**src/rtl/if_stage.sv**
```systemverilog
// Instruction-fetch stage: owns the PC, fetches from instruction memory
// and fills the IF/ID register, handling stall, redirect, halt and faults.
module if_stage #(
  parameter logic [31:0] RESET_PC  = 32'h0000_0000,
  parameter int          MEM_BYTES = 301
) (
  input  logic        clk,
  input  logic        rst_n,
  input  logic        stall,
  input  logic        branch_taken,
  input  logic [31:0] branch_target,
  input  logic        jump,
  input  logic [31:0] jump_target,
  input  logic        halt,
  output logic [31:0] inst_addr,
  input  logic [31:0] inst_in,
  output logic [31:0] ifid_inst,
  output logic [31:0] ifid_pc_plus4,
  output logic        ifid_valid,
  output logic        fetch_fault,
  output logic [31:0] fetch_count
);

  typedef enum logic [1:0] {
    S_BOOT,
    S_RUN,
    S_HALT
  } state_t;

  state_t      state, state_nx;
  logic [31:0] pc, pc_nx;
  logic [31:0] pc4;
  logic [31:0] inst_nx, pc4_nx, count_nx;
  logic        valid_nx, fault_nx;
  logic [32:0] last_byte;
  logic        bad_fetch;

  assign inst_addr = pc;
  assign pc4       = pc + 32'd4;

  // 33-bit sum so a PC near the top of the address space cannot wrap into range
  assign last_byte = {1'b0, pc} + 33'd3;
  assign bad_fetch = (pc[1:0] != 2'b00) ||
                     (last_byte > 33'(MEM_BYTES - 1));

  always_comb begin
    state_nx = state;
    pc_nx    = pc;
    inst_nx  = ifid_inst;
    pc4_nx   = ifid_pc_plus4;
    valid_nx = ifid_valid;
    fault_nx = fetch_fault;
    count_nx = fetch_count;
    unique case (state)
      S_BOOT: begin
        state_nx = S_RUN;
      end
      S_RUN: begin
        if (bad_fetch) begin
          fault_nx = 1'b1;
          valid_nx = 1'b0;
          state_nx = S_HALT;
        end else if (halt) begin
          valid_nx = 1'b0;
          inst_nx  = 32'd0;
          state_nx = S_HALT;
        end else if (branch_taken) begin
          pc_nx    = branch_target;
          valid_nx = 1'b0;
          inst_nx  = 32'd0;
        end else if (jump) begin
          pc_nx    = jump_target;
          valid_nx = 1'b0;
          inst_nx  = 32'd0;
        end else if (!stall) begin
          pc_nx    = pc4;
          inst_nx  = inst_in;
          pc4_nx   = pc4;
          valid_nx = 1'b1;
          count_nx = fetch_count + 32'd1;
        end
      end
      S_HALT: begin
        valid_nx = 1'b0;
      end
      default: begin
        state_nx = S_BOOT;
      end
    endcase
  end

  always_ff @(posedge clk) begin
    if (!rst_n) begin
      state         <= S_BOOT;
      pc            <= RESET_PC;
      ifid_inst     <= 32'd0;
      ifid_pc_plus4 <= 32'd0;
      ifid_valid    <= 1'b0;
      fetch_fault   <= 1'b0;
      fetch_count   <= 32'd0;
    end else begin
      state         <= state_nx;
      pc            <= pc_nx;
      ifid_inst     <= inst_nx;
      ifid_pc_plus4 <= pc4_nx;
      ifid_valid    <= valid_nx;
      fetch_fault   <= fault_nx;
      fetch_count   <= count_nx;
    end
  end

endmodule

```
**config.mk**
```make
export PLATFORM = sky130hd
export DESIGN_NAME = if_stage
export DESIGN_NICKNAME = d
export VERILOG_FILES = /design/src/rtl/if_stage.sv
export SDC_FILE = /design/constraint.sdc
export NUM_CORES = 1
export LEC_CHECK = 0
export ABC_AREA = 1
export BUFFER_PORTS_ARGS = -buffer_cell sky130_fd_sc_hd__buf_2
export CAP_MARGIN = 10
export CORE_ASPECT_RATIO = 1.75
export CORE_MARGIN = 5
export CORE_UTILIZATION = 56
export CTS_CLUSTER_SIZE = 12
export DETAILED_ROUTE_END_ITERATION = 10
export GPL_TIMING_DRIVEN = 0
export MAX_ROUTING_LAYER = met4
export PLACE_DENSITY = 0.92
export SLEW_MARGIN = 20
export SYNTH_ARGS = -nofsm -noshare
export SYNTH_HDL_FRONTEND = slang
export SYNTH_SLANG_ARGS = --single-unit
```
**constraint.sdc**
```tcl
create_clock -name clk -period 3.7 [get_ports clk]
set_input_delay 0.185 -clock clk [delete_from_list [all_inputs] [get_ports clk]]
set_output_delay 0.185 -clock clk [all_outputs]
set_load 0.02 [all_outputs]
```
---- Yosys cells after proc, flatten, opt, wreduce, memory -nomap -nowiden ----
Cells that the tools add are included.
Widths: inputs -> output; s select.
storage, ports and cells
  bits of input ports ..................... 102
  register bits ........................... 132
  output and inout bits ................... 130
  word-level logic and storage cells ...... 49
cells by class
  reduce and logical (&&, ||, !) cells .... 10
  bitwise operators ....................... 6
  muxes and demuxes ....................... 16
  add/sub/neg operators ................... 3
  equality and inequality tests ........... 6
  order comparisons ....................... 1
operators with widths
  operator               number
  $mux 32                7
  $add 32x2->33 const B  1
  $gt 33x9->1 const B    1
  $add 32x1->32 const B  1
  $add 32x3->32 const B  1
  $ne 6x6->1 const B     1
  $not 1->1              6
  $pmux 2 s3             1
  $reduce_and 2->1       3
  $reduce_and 6->1       1
  $mux 1                 5
  $mux 2                 2
  $ne 4x1->1 const B     1
  $reduce_and 4->1       1
  $reduce_bool 2->1      2
  $ne 3x1->1 const B     1
  $ne 3x3->1 const B     1
  $reduce_and 3->1       1
  $eq 2x1->1 const B     1
  $eq 2x2->1 const B     1
  $logic_not 2->1        1
  $pmux 1 s2             1
  $logic_or 1x1->1       1

---- Depth between registers and ports, before layout ----
  word-level depth ........................ 6
  gate-level depth with buffers ........... 18
  mapped depth without buffers ............ 17

---- Worst setup path before layout ----
No wires, ideal clock.
  kind .................................... register to register
  start ................................... register pc[3] (netlist: inst_addr[3])
  end ..................................... register ifid_pc_plus4[10]
  required time ........................... 3,572 ps
  data arrival time ....................... 2,399 ps
  period minus slack after synthesis ...... 2,526 ps
  stages on the path, launching flop included .. 17
  library setup time ...................... 128 ps
  buffers on the path ..................... 2
  path slack .............................. 1,174 ps
  cells stage by stage .................... dfxtp_1 > ha_1 > inv_1 > nor2_1 > inv_1 > nor2_4 > nand2_1 > nand2_1 > nand2_1 > nor2_1 > nand3_1 > nor2_4 > nand4_1 > buf_2 > buf_2 > nand2_1 > nor2_1
on the way
  word-level cells in the longest chain between the ends .. 5
  elaborated cells between the ends (all ways) .. 6
  those cells by class .................... add/sub (2); order compare (1); bitwise (1); reduce/logical (2)
RTL lines
  element                            RTL line  source
  from (decl)                        31        logic [31:0] pc, pc_nx;
  from (signal assigned)             103       pc <= pc_nx;
  $add 32x2->33                      42        assign last_byte = {1'b0, pc} + 33'd3;
  $gt 33x9->1                        44        (last_byte > 33'(MEM_BYTES - 1));
  $logic_or 1x1->1                   43        assign bad_fetch = (pc[1:0] != 2'b00) ||
  $not 1->1 (no source line)         n/a
  $reduce_and 6->1 (no source line)  n/a
  to (signal assigned)               105       ifid_pc_plus4 <= pc4_nx;
  to (decl)                          18        output logic [31:0] ifid_pc_plus4,
Parallel ways exist; a longest one is shown, timed or not.
A chain may end at the register's enable or synchronous reset.

---- Worst setup path after layout ----
  start ................................... register pc[12] (netlist: inst_addr[12])
  end ..................................... register ifid_inst[12]
on the way
  word-level cells in the longest chain between the ends .. 5
RTL lines
  element                            RTL line  source
  $add 32x2->33                      42
  $gt 33x9->1                        44
  $logic_or 1x1->1                   43
  $not 1->1 (no source line)         n/a
  $reduce_and 3->1 (no source line)  n/a
  to (signal assigned)               104       ifid_inst <= inst_nx;
  to (decl)                          17        output logic [31:0] ifid_inst,
Every way passes these cells.

==> flow_summary_export.csv <==
group,metric,value,unit
layout,finalInstanceArea,9520,um^2
synthesis,yosys.area_share.simple,39.6,%
floorplan,io_pins,232,
pwr,combPwrFrac,42.4,%
cts,cts_setup_buffers,0,
layout,final_cell_mix,"nand2_1, buf_2, dfxtp_1",
critical_path,cp_max_fo,10,
global_route,antenna_found_initial,0,
cts,htreeDepth,4,
cts,cts-root-buf,"clkbuf_16",
pwr,pwr-share-seq,28.2,%
critical_path,reg2regPathDepth,14,
placed_design,dp.cells,1540,
sta,min_period,3410,ps
critical_path,endpoint_kind,"flip-flop",
sta,rsz0062_at_grt,"false",
sta,clock.fmax,293,MHz
worst_hold_path,hold_path_class,"primary input to flip-flop",
synthesis,seq_area_frac_synth,34.9,%
synthesis,synth-seq-cells,132,
placed_design,preCtsSetupSlack,397,ps
synthesis,ys_warn_count,0,
critical_path,startpoint_type,"flip-flop",
cts,hold_buffers,0,
drt,num_vias,9192,
sta,slew_violations,0,
global_route,overflow,0,
cts,cts_num_sinks,132,
synthesis,syn_inst,1137,
critical_path,critPathMaxStageDelay,460,ps
sta,worst_slack,286,ps
synthesis,synth_top_family_by_area,"simple AND/OR/NAND/NOR gates",
drt,drc,0,
critical_path,slowest_stage,"dfxtp_1",
layout,layout_commonest_cell,"nand2_1",
global_route,grt_pass1_wl,46800,um
floorplan,rows,56,
pwr,vdd_drop_max,0.000416,V
layout,final_nets,1492,
drt,drt_iter0_markers,802,
sta,finalHoldViolCount,0,
synthesis,synthAdderAreaFrac,0.825,%
placed_design,numPortBuffers,229,
pwr,p_total,5.69,mW
global_route,first_global_vias,9028,
critical_path,path_buf_inv,1,
worst_hold_path,min_to,"ifid_inst[9]$_SDFFE_PN0P_",
critical_path,cpMostUsedCell,"nand2_1",
synthesis,synth_compound_area_share,9.69,%
placed_design,dpl_cell_area,8950,um^2
status,status,"finished clean",
global_route,grt_use_total,38.3,%
cts,cts_tree,"done",
placed_design,place_hpwl,24000,um
sta,worstMarginPinSlew,1010,ps
drt,viasPerCell,5.84,
floorplan,core_area,13400,um^2
pwr,switching_share,46.6,%
floorplan,dieArea,16100,um^2
critical_path,reg2reg_slack,290,ps
floorplan,start_util,56.7,%
synthesis,synth_xor_area_share,7.39,%
drt,drt_wl_total,30900,um
sta,period_share,92.3,%
sta,fin_skew,11.9,ps
cts,cts.path.max_buffers,2,
critical_path,critical_path.startpoint,"inst_addr[12]$_SDFFE_PN0P_",
sta,hold_slack,33.7,ps
sta,relSlewSlack,31.9,%
layout,drive_gt1_share,22.0,%
critical_path,worstPathArrival,3710,ps
layout,final_cells,1573,
critical_path,r2r_end,"ifid_inst[12]$_SDFFE_PN0P_",
synthesis,synth_edf_count,0,
pwr,p_int,3.04,mW
floorplan,die-height,164,um
synthesis,synth_cell_types,29,
drt,wl_per_cell,19.7,um
job,cap_violations,0,
cts,clock_latency,430,ps
pwr,power_switching,2.65,mW
placed_design,place.gp.congestion,1.08,
global_route,grt_max_degree,17,
layout,synthToLayoutAreaGrowth,25.6,%
critical_path,cp_data_required_time,3990,ps
critical_path,crit_chain,"nand2_1 > nor2_1 > nand2_1 > nor2_4 > nor2_1 > nor2_1 > nand2_1 > nor2_1 > nand2_1 > nor2_4 > nand4_1 > clkbuf_1 > nand2_1 > a21oi_1",
cts,path_clk_slew,70,ps
synthesis,syn-num-nets,1244,
worst_hold_path,worstHoldPathCells,3,
pwr,powerDensity,597,nW/um^2
critical_path,crit_type,"flip-flop to flip-flop",
layout,final_util,71.1,%
cts,numCtsBuffers,17,
sta,tns,0,ps
critical_path,reg2reg_from,"inst_addr[12]$_SDFFE_PN0P_",
synthesis,ys.flop_type,"dfxtp_1",
floorplan,die_w,98.0,um
pwr,clkPwrFrac,29.4,%
synthesis,avgSynthCellArea,6.67,um^2
synthesis,muxShareOfSynthArea,0,%
synthesis,async_flop_share,0,%
sta,timing.final.setup_violations,0,
synthesis,syn-cell-area,7580,um^2
worst_hold_path,worstHoldStart,"inst_in[9]",
drt,final_antenna_net_count,0,
cts,cts_resized,0,
critical_path,path_delay_family,"simple AND/OR/NAND/NOR gates",
drt,firstDrtPassIters,7,
pwr,power.leakage,3.98,nW
-- power by group through the flow --
| stage | Clock, mW | Sequential [mW] | Combinational (mW) |
|---|---|---|---|
| finish | 1.67 | 1.60 | 2.41 |
| global route | 1.73 | 1.61 | 2.57 |
| CTS | 1.67 | 1.60 | 2.34 |
| detailed placement | 0 | 1.63 | 2.32 |
| global placement | 0 | 1.63 | 2.29 |
| floorplan | 0 | 1.67 | 1.48 |
-- state kept, by name, indices dropped and copies added, names as in the netlist --
name           flops
fetch_fault        1
state              2
ifid_pc_plus4     32
ifid_valid         1
fetch_count       32
ifid_inst         32
inst_addr         32
-- cell type report --
| type | count | area (um^2) |
|---|---|---|
| inverters | 65 | 249 |
| diodes | 1 | 2.50 |
| multi-input cells | 870 | 4360 |
| clock buffers | 18 | 439 |
| plain buffers | 70 | 329 |
| clock inverters | 14 | 134 |
| fillers | 1172 | 3860 |
| well taps | 174 | 218 |
| repair buffers | 229 | 1150 |
| flip-flops and latches | 132 | 2640 |
-- synthesized netlist by cell type (6+ instances only) --
master,number,area (um^2)
nand2_1,336,1260
dfxtp_1,132,2640
nor2_1,115,432
nand4_1,113,707
a21oi_1,109,546
inv_1,63,236
xor2_1,51,447
clkbuf_1,50,188
nand3_1,47,235
nor3_1,20,100
o211ai_1,17,128
xnor2_1,13,114
buf_2,11,55.1
nor2_4,9,101
nor4_1,8,50.1
nor2_2,7,43.8
nand2_2,6,37.5
-- metal layers --
layer  vias up  wire length, um  global-route usage [%]
met5         -                0                       -
met4         0             2410                    28.0
met3       146             2120                    6.25
met2       524            16100                    68.4
met1      4226            10300                    37.0
li1       4296                -                       -
-- cells by family after synthesis --
group                    Yosys count
AO/OA/AOI/OAI                    136
XOR/XNOR                          64
adder cells (fa/ha/maj)            5
buffers and inverters            135
flip-flops                       132
AND/OR/NAND/NOR                  665
-- worst min-delay path, delay by kind of cell --
| kind | cells | cell delay, ps |
|---|---|---|
| buf+inv | 1 | 90 |
| simple gates | 1 | 80 |
| compound gates | 1 | 60 |
-- how the worst max path moves through the flow --
stage,end,depth (start not counted)
final,ifid_inst[12]$_SDFFE_PN0P_,14
after global routing,ifid_inst[6]$_SDFFE_PN0P_,14
after CTS,ifid_inst[12]$_SDFFE_PN0P_,14
after detailed placement,ifid_inst[6]$_SDFFE_PN0P_,14
after global placement,ifid_inst[31]$_SDFFE_PN0P_,14
after floorplan,ifid_pc_plus4[10]$_SDFFE_PN0P_,16
Note: power is estimated with default switching activity, not from simulation.
